### src/rtl/proc_sched.sv
// -----------------------------------------------------------------------------
// proc_sched
//   Control sequencer for one processing slot. A packet taken from the input
//   queue is walked through a chain of NUM_STAGES engines using a one-cycle
//   start pulse and a level ready. Each engine may be bypassed per packet, may
//   request a drop, and is guarded by a watchdog. After the chain, the packet is
//   committed: the input queue is popped, and the output queue is written only
//   if the packet is forwarded. Saturating counters track forwarded packets,
//   dropped packets and watchdog expiries.
//
// Ports
//   clk            clock
//   rst            asynchronous reset, active low
//   in_empty_i     input queue empty
//   in_rd_o        input queue pop, one-cycle pulse
//   out_empty_i    output slot free (1 = may write)
//   out_wr_o       output queue write, one-cycle pulse
//   stage_start_o  one-hot start pulse to engine i
//   stage_ready_i  engine i done (level)
//   stage_drop_i   engine i requests drop, qualified by stage_ready_i[i]
//   cfg_bypass_i   per-stage skip mask, sampled at packet accept
//   cfg_timeout_i  watchdog limit in WAIT cycles, 0 disables; sampled at accept
//   clr_cnt_i      synchronous clear of all statistics counters
//   busy_o         a packet is in flight
//   cur_stage_o    active stage index, 0 when idle
//   pkt_cnt_o      packets forwarded
//   drop_cnt_o     packets dropped, including watchdog drops
//   timeout_cnt_o  watchdog expiries
// -----------------------------------------------------------------------------
module proc_sched #(
    parameter int NUM_STAGES = 3,
    parameter int TIMEOUT_W  = 16,
    parameter int CNT_W      = 32
) (
    input  logic                              clk,
    input  logic                              rst,
    input  logic                              in_empty_i,
    output logic                              in_rd_o,
    input  logic                              out_empty_i,
    output logic                              out_wr_o,
    output logic [NUM_STAGES-1:0]             stage_start_o,
    input  logic [NUM_STAGES-1:0]             stage_ready_i,
    input  logic [NUM_STAGES-1:0]             stage_drop_i,
    input  logic [NUM_STAGES-1:0]             cfg_bypass_i,
    input  logic [TIMEOUT_W-1:0]              cfg_timeout_i,
    input  logic                              clr_cnt_i,
    output logic                              busy_o,
    output logic [$clog2(NUM_STAGES+1)-1:0]   cur_stage_o,
    output logic [CNT_W-1:0]                  pkt_cnt_o,
    output logic [CNT_W-1:0]                  drop_cnt_o,
    output logic [CNT_W-1:0]                  timeout_cnt_o
);

    localparam int IDX_W = $clog2(NUM_STAGES + 1);

    typedef enum logic [2:0] {
        S_FREE     = 3'd0,
        S_START    = 3'd1,
        S_WAIT     = 3'd2,
        S_OUT_WAIT = 3'd3,
        S_DROP     = 3'd4,
        S_LATCH    = 3'd5
    } state_t;

    // Counter slots in r_cnt
    localparam int C_PKT  = 0;
    localparam int C_DROP = 1;
    localparam int C_TO   = 2;

    state_t                  r_state;
    state_t                  w_state_next;
    logic [IDX_W-1:0]        r_idx;
    logic [IDX_W-1:0]        w_idx_next;
    logic                    r_fwd;
    logic                    w_fwd_next;
    logic [TIMEOUT_W-1:0]    r_timer;
    logic [TIMEOUT_W-1:0]    r_limit;
    logic [NUM_STAGES-1:0]   r_bypass;
    logic                    w_accept;
    logic                    w_timeout;

    logic                    w_first_found;
    logic [IDX_W-1:0]        w_first_idx;
    logic                    w_above_found;
    logic [IDX_W-1:0]        w_above_idx;

    logic [NUM_STAGES-1:0]   w_sel_cur;
    logic [NUM_STAGES-1:0]   w_sel_next;
    logic                    w_rdy;
    logic                    w_drop;

    logic                    r_in_rd;
    logic                    r_out_wr;
    logic [NUM_STAGES-1:0]   r_start;
    logic                    r_busy;
    logic [IDX_W-1:0]        r_cur_stage;

    logic [CNT_W-1:0]        r_cnt [3];
    logic [2:0]              w_cnt_inc;

    // One-hot decode of the current and the upcoming stage index
    genvar gi;
    generate
        for (gi = 0; gi < NUM_STAGES; gi++) begin : g_sel
            assign w_sel_cur[gi]  = (r_idx == IDX_W'(gi));
            assign w_sel_next[gi] = (w_idx_next == IDX_W'(gi));
        end
    endgenerate

    assign w_rdy  = |(stage_ready_i & w_sel_cur);
    assign w_drop = |(stage_ready_i & stage_drop_i & w_sel_cur);

    // Lowest unbypassed stage overall (from the live config, used at accept)
    // and lowest unbypassed stage above the current one (from the latched mask).
    // Scanning downward lets the lowest match overwrite higher ones.
    always_comb begin
        w_first_found = 1'b0;
        w_first_idx   = '0;
        w_above_found = 1'b0;
        w_above_idx   = '0;
        for (int i = NUM_STAGES - 1; i >= 0; i--) begin
            if (!cfg_bypass_i[i]) begin
                w_first_found = 1'b1;
                w_first_idx   = IDX_W'(i);
            end
            if (!r_bypass[i] && (i > int'(r_idx))) begin
                w_above_found = 1'b1;
                w_above_idx   = IDX_W'(i);
            end
        end
    end

    // Next-state logic
    always_comb begin
        w_state_next = r_state;
        w_idx_next   = r_idx;
        w_fwd_next   = r_fwd;
        w_accept     = 1'b0;
        w_timeout    = 1'b0;
        case (r_state)
            S_FREE: begin
                if (!in_empty_i) begin
                    w_accept = 1'b1;
                    if (w_first_found) begin
                        w_state_next = S_START;
                        w_idx_next   = w_first_idx;
                    end else begin
                        w_state_next = S_OUT_WAIT;
                        w_idx_next   = '0;
                    end
                end
            end
            S_START: begin
                w_state_next = S_WAIT;
            end
            S_WAIT: begin
                // Ready takes priority over a watchdog expiry in the same cycle
                if (w_rdy) begin
                    if (w_drop) begin
                        w_state_next = S_DROP;
                    end else if (w_above_found) begin
                        w_state_next = S_START;
                        w_idx_next   = w_above_idx;
                    end else begin
                        w_state_next = S_OUT_WAIT;
                    end
                end else if ((r_limit != '0) && (r_timer == r_limit - TIMEOUT_W'(1))) begin
                    w_state_next = S_DROP;
                    w_timeout    = 1'b1;
                end
            end
            S_OUT_WAIT: begin
                if (out_empty_i) begin
                    w_state_next = S_LATCH;
                    w_fwd_next   = 1'b1;
                end
            end
            S_DROP: begin
                w_state_next = S_LATCH;
                w_fwd_next   = 1'b0;
            end
            S_LATCH: begin
                w_state_next = S_FREE;
                w_idx_next   = '0;
            end
            default: begin
                w_state_next = S_FREE;
                w_idx_next   = '0;
            end
        endcase
    end

    // State, index, timer and latched configuration
    always_ff @(posedge clk or negedge rst) begin
        if (!rst) begin
            r_state  <= S_FREE;
            r_idx    <= '0;
            r_fwd    <= 1'b0;
            r_timer  <= '0;
            r_limit  <= '0;
            r_bypass <= '0;
        end else begin
            r_state <= w_state_next;
            r_idx   <= w_idx_next;
            r_fwd   <= w_fwd_next;
            if (w_accept) begin
                r_bypass <= cfg_bypass_i;
                r_limit  <= cfg_timeout_i;
            end
            if (r_state == S_START) begin
                r_timer <= '0;
            end else if ((r_state == S_WAIT) && !w_rdy) begin
                r_timer <= r_timer + TIMEOUT_W'(1);
            end
        end
    end

    // Outputs are registered from the next state so that each pulse lines up
    // exactly with the cycle spent in the corresponding state.
    always_ff @(posedge clk or negedge rst) begin
        if (!rst) begin
            r_in_rd     <= 1'b0;
            r_out_wr    <= 1'b0;
            r_start     <= '0;
            r_busy      <= 1'b0;
            r_cur_stage <= '0;
        end else begin
            r_in_rd     <= (w_state_next == S_LATCH);
            r_out_wr    <= (w_state_next == S_LATCH) && w_fwd_next;
            r_start     <= (w_state_next == S_START) ? w_sel_next : '0;
            r_busy      <= (w_state_next != S_FREE);
            r_cur_stage <= (w_state_next == S_FREE) ? '0 : w_idx_next;
        end
    end

    // Statistics counters; clear beats increment, increments stop at all-ones
    assign w_cnt_inc[C_PKT]  = (r_state == S_LATCH) && r_fwd;
    assign w_cnt_inc[C_DROP] = (r_state == S_LATCH) && !r_fwd;
    assign w_cnt_inc[C_TO]   = w_timeout;

    always_ff @(posedge clk or negedge rst) begin
        if (!rst) begin
            for (int i = 0; i < 3; i++) begin
                r_cnt[i] <= '0;
            end
        end else begin
            for (int i = 0; i < 3; i++) begin
                if (clr_cnt_i) begin
                    r_cnt[i] <= '0;
                end else if (w_cnt_inc[i] && (r_cnt[i] != '1)) begin
                    r_cnt[i] <= r_cnt[i] + CNT_W'(1);
                end
            end
        end
    end

    assign in_rd_o       = r_in_rd;
    assign out_wr_o      = r_out_wr;
    assign stage_start_o = r_start;
    assign busy_o        = r_busy;
    assign cur_stage_o   = r_cur_stage;
    assign pkt_cnt_o     = r_cnt[C_PKT];
    assign drop_cnt_o    = r_cnt[C_DROP];
    assign timeout_cnt_o = r_cnt[C_TO];

endmodule

### config.mk
export PLATFORM = sky130hd
export DESIGN_NAME = proc_sched
export DESIGN_NICKNAME = d
export VERILOG_FILES = /design/src/rtl/proc_sched.sv
export SDC_FILE = /design/constraint.sdc
export NUM_CORES = 1
export LEC_CHECK = 0
export CELL_PAD_IN_SITES_DETAIL_PLACEMENT = 2
export CELL_PAD_IN_SITES_GLOBAL_PLACEMENT = 2
export CORE_AREA = 3 3 153 155
export CTS_BUF_LIST = sky130_fd_sc_hd__clkbuf_16
export CTS_CLUSTER_DIAMETER = 150
export DETAILED_ROUTE_END_ITERATION = 10
export DIE_AREA = 0 0 156 158
export DONT_BUFFER_PORTS = 1
export MAX_ROUTING_LAYER = met4
export PLACE_DENSITY = 0.78
export SLEW_MARGIN = 15
export SYNTH_ARGS = -nofsm -noshare
export SYNTH_HDL_FRONTEND = slang
export SYNTH_SLANG_ARGS = --single-unit
export TNS_END_PERCENT = 5
### constraint.sdc
create_clock -name clk -period 2.9 [get_ports clk]
set_clock_uncertainty 0.1 [all_clocks]
set_input_delay 0.58 -clock clk [delete_from_list [all_inputs] [get_ports clk]]
set_output_delay 0.58 -clock clk [all_outputs]
set_load 0.02 [all_outputs]
==> results by group, run 1 <==
Critical path
  • Setup crit end kind: flop
  • Critical Path Max Stage Delay: 0.52 ns
  • Critical path's top delay family: simple AND/OR/NAND/NOR gates
  • Worst EP arrival: 3.60 ns
  • Cell Chain, Critical Path: inv_2 > ha_4 > or4b_4 > buf_6 > or3_4 > nor3b_2 > o22a_2 > nand4_4 > buf_12 > buf_12 > nor4_4 > mux2_4
  • Kind of critical path: flop to flop
  • Worst path required time: 3.11 ns
  • Register-to-register setup slack: -0.49 ns
  • Slowest CP cell: or4b_4
  • Cell repeated most along the worst path: buf_12
  • Crit path max fanout: 8
  • CP Buf/Inv Count: 4
  • Setup crit start kind: flop

Yosys
  • Asr flop ratio synth: 100%
  • Largest area contributor in the netlist: dfrtp_1
  • Sequential element share of the synthesized area: 46.5%
  • Primary FF master, synth: dfrtp_1
  • Syn Nets: 897
  • Area of the mapped netlist: 7750 um2
  • Share of the synthesized area in the top cell type: 46.5%
  • Synth area leaders: dfrtp_1, nand2_1, xor2_1
  • Cell count after synthesis: 862
  • Yosys cell types: 59
  • Most numerous cell in the Yosys netlist: dfrtp_1
  • Synth Area per Inst: 8.99 um2
  • Most frequent cells after synthesis: dfrtp_1, nand2_1, nor2_1
  • Post-synthesis register bit count: 144
  • Post-synth EDFFs: 0
  • Synth Warn #: 0

Clocking
  • Clock Tree Buf Depth: 2
  • CTS Buf Count: 17
  • CTS tree: built
  • CTS Sinks: 144
  • Clk root buf: clkbuf_16
  • H-tree levels: 4
  • Clk slew on worst S/H paths: 0.07 ns
  • Skew-Pair Late Insertion Delay: 0.44 ns

Run status
  • Status: finished with violations
  • Failing checks: negative hold slack, negative setup slack

Hold path
  • Worst min path class: input pin to async pin

Global route
  • Vias in the first global route: 7983
  • GRT overflow: 0
  • Total track usage: 23.6%
  • Initial antenna violation count: 1
  • Largest net degree at the start of global routing: 145
  • First-pass GRT wire length: 44.4 mm

Floorplanning
  • Die Area: 24600 um2
  • Die H: 158 um
  • Initial Util: 35.3%
  • Total I/O pin count: 134
  • Core area: 22000 um2
  • Site Rows: 54
  • Die W: 156 um

Layout
  • Layout cells sized above 1: 19.7%
  • Post-route cell area: 9590 um2
  • Multi-input combinational cell area: 4130 um2
  • Seq. cell area: 3600 um2
  • Final net count: 972
  • Final Util: 43.7%
  • Area growth, synth to finish: 23.7%
  • Fill cells: 2333
  • Final non-filler cell total: 1232

Routing
  • WL final: 28.1 mm
  • TritonRoute pass-1 iters: 4
  • Vias: 7109
  • Routed Antenna Nets: 0
  • DRC: 0
  • Drt wl/cell: 22.8 um
  • Vias per cell: 5.77
  • Iteration-0 DRC Markers: 375

STA
  • Minimum clock period: 3.39 ns
  • Fin. Hold Viols: 144
  • Setup violations, final: 37
  • WHS: -0.269 ns
  • Final setup margin: -0.486 ns
  • Worst slew margin: 54.2%
  • Fin Setup TNS: -12.99 ns
  • Max Clock Freq: 295 MHz
  • Final period utilization: 117%
  • Slew Limit Fails: 0
  • RSZ-0062 raised after global routing: true
  • Worst-Margin Slew: 0.684 ns

Placed design
  • I/O Buffers: 0
  • DP Wirelength: 18.1 mm
  • Dpl cell area: 8540 um2
  • RePlAce Congestion: 0.834
  • Post-Place Cells: 1182
  • Pre-CTS setup slack: -0.323 ns

Power and ir drop
  • Pwr dens: 705 nW/um2
  • VDD IR max: 436 uV
  • Leakage: 3.93 nW

Job
  • Max cap viols: 0
==> worst paths after layout <==
check / from / endpoint / cells past startpoint
min in group clk: clr_cnt_i / drop_cnt_o[6]$_DFFE_PN0P_ / 1
max: r_limit[0]$_DFFE_PN0P_ / timeout_cnt_o[29]$_DFFE_PN0P_ / 12
min: rst / timeout_cnt_o[11]$_DFFE_PN0P_ / 0
max reg2reg: r_limit[0]$_DFFE_PN0P_ / timeout_cnt_o[29]$_DFFE_PN0P_ / 12
max in group asynchronous: rst / r_state[0]$_DFF_PN0_ / 0
min reg2reg: r_limit[15]$_DFFE_PN0P_ / r_limit[15]$_DFFE_PN0P_ / 2
==> cell usage in the layout, fill, tap and decap left out, types with 4 or more instances in the layout <==
cell type	count
a21oi_1	40
a21oi_2	17
a31oi_1	4
and2_1	8
and3_1	12
and4_1	11
buf_4	84
clkbuf_16	18
dfrtp_1	144
ha_1	4
inv_1	22
nand2_1	94
nand3_1	48
nand4_1	30
nor2_1	85
nor2b_1	5
nor3_1	16
nor4_1	11
o21ai_0	46
o21ai_1	11
o31ai_1	7
or2_2	5
or3_1	38
or3_4	10
or4_1	12
xnor2_1	35
xor2_1	39
==> cell families (layout without fill, tap and decap cells) <==
logic type               after synthesis  count (layout)  share of synthesized area [%]
adder cells (fa/ha/maj)                5               5                          0.807
AND/OR/NAND/NOR                      415             415                           28.2
buffers and inverters                 60             148                           3.21
XOR/XNOR                              74              74                           8.37
AO/OA/AOI/OAI                        157             157                           12.0
flip-flops                           144             144                           46.5
other                                  0               2                              0
multiplexers                           7               7                          0.969
==> worst reg2reg max path, cell delays in order, from the launching register on <==
cell	delay (ns)
dfrtp_1	0.39
inv_2	0.09
ha_4	0.14
or4b_4	0.52
buf_6	0.16
or3_4	0.38
nor3b_2	0.23
o22a_2	0.24
nand4_4	0.21
buf_12	0.22
buf_12	0.12
nor4_4	0.16
mux2_4	0.32
==> flip-flops by register name, summed over array words and instances, names as in the netlist, 2 cells and up <==
name and count:
stage_start_o 3, pkt_cnt_o 32, r_timer 16, r_limit 16, timeout_cnt_o 32, cur_stage_o 2, r_state 3, drop_cnt_o 32
r_bypass 2, r_idx 2
==> through the flow <==
stage	hold slack (ns)	power, mW
after floorplan	0.184	3.48
after global placement	0.189	4.03
after detailed placement	0.188	4.10
after CTS	-0.281	6.67
after global routing	-0.287	7.08
final	-0.269	6.76
==> routing by layer <==
metal / GRT usage (%) / vias to the layer above / share of wire (%)
met4: 7.91 / 0 / 2.6
met2: 39.5 / 163 / 50
met1: 28.0 / 3661 / 42
li1: - / 3235 / -
met3: 5.66 / 50 / 5.5
met5: - / - / 0
==> cell type report <==
| class | instances | area share (%) |
|---|---|---|
| Clock buffer | 17 | 4.44 |
| Tap cell | 280 | 3.65 |
| Multi-Input combinational cell | 658 | 43.1 |
| Sequential cell | 144 | 37.6 |
| Inverter | 23 | 0.901 |
| Antenna cell | 2 | 0.0522 |
| Timing Repair Buffer | 93 | 8.39 |
| Clock inverter | 15 | 1.92 |
==> power breakdown <==
part / switching [mW] / total [mW] / leakage, nW / internal, mW
clock: 0.976 / 2.34 / 0.291 / 1.37
sequential: 0.278 / 2.49 / 1.97 / 2.21
combinational: 1.11 / 1.93 / 1.67 / 0.818
==> repair_timing <==
| action | 4_1_cts | 5_1_grt |
|---|---|---|
| endpoints found under the setup margin | 36 | 40 |
| hold endpoints to repair | 144 | 144 |
| cloned | 3 | 0 |
| pin swaps | 21 | 23 |
| gates resized for setup | 24 | 40 |
| setup buffers | 10 | 3 |
Power figures use the tool's default switching activity.
==> inputs of run 2 (changes only) <==
--- a/config.mk
+++ b/config.mk
@@ -15,6 +15,7 @@
 export DONT_BUFFER_PORTS = 1
 export MAX_ROUTING_LAYER = met4
 export PLACE_DENSITY = 0.78
+export RECOVER_POWER = 50
 export SLEW_MARGIN = 15
 export SYNTH_ARGS = -nofsm -noshare
 export SYNTH_HDL_FRONTEND = slang
==> results of run 2 <==
The final DEF is identical to that of run 1; final timing and power are the same.
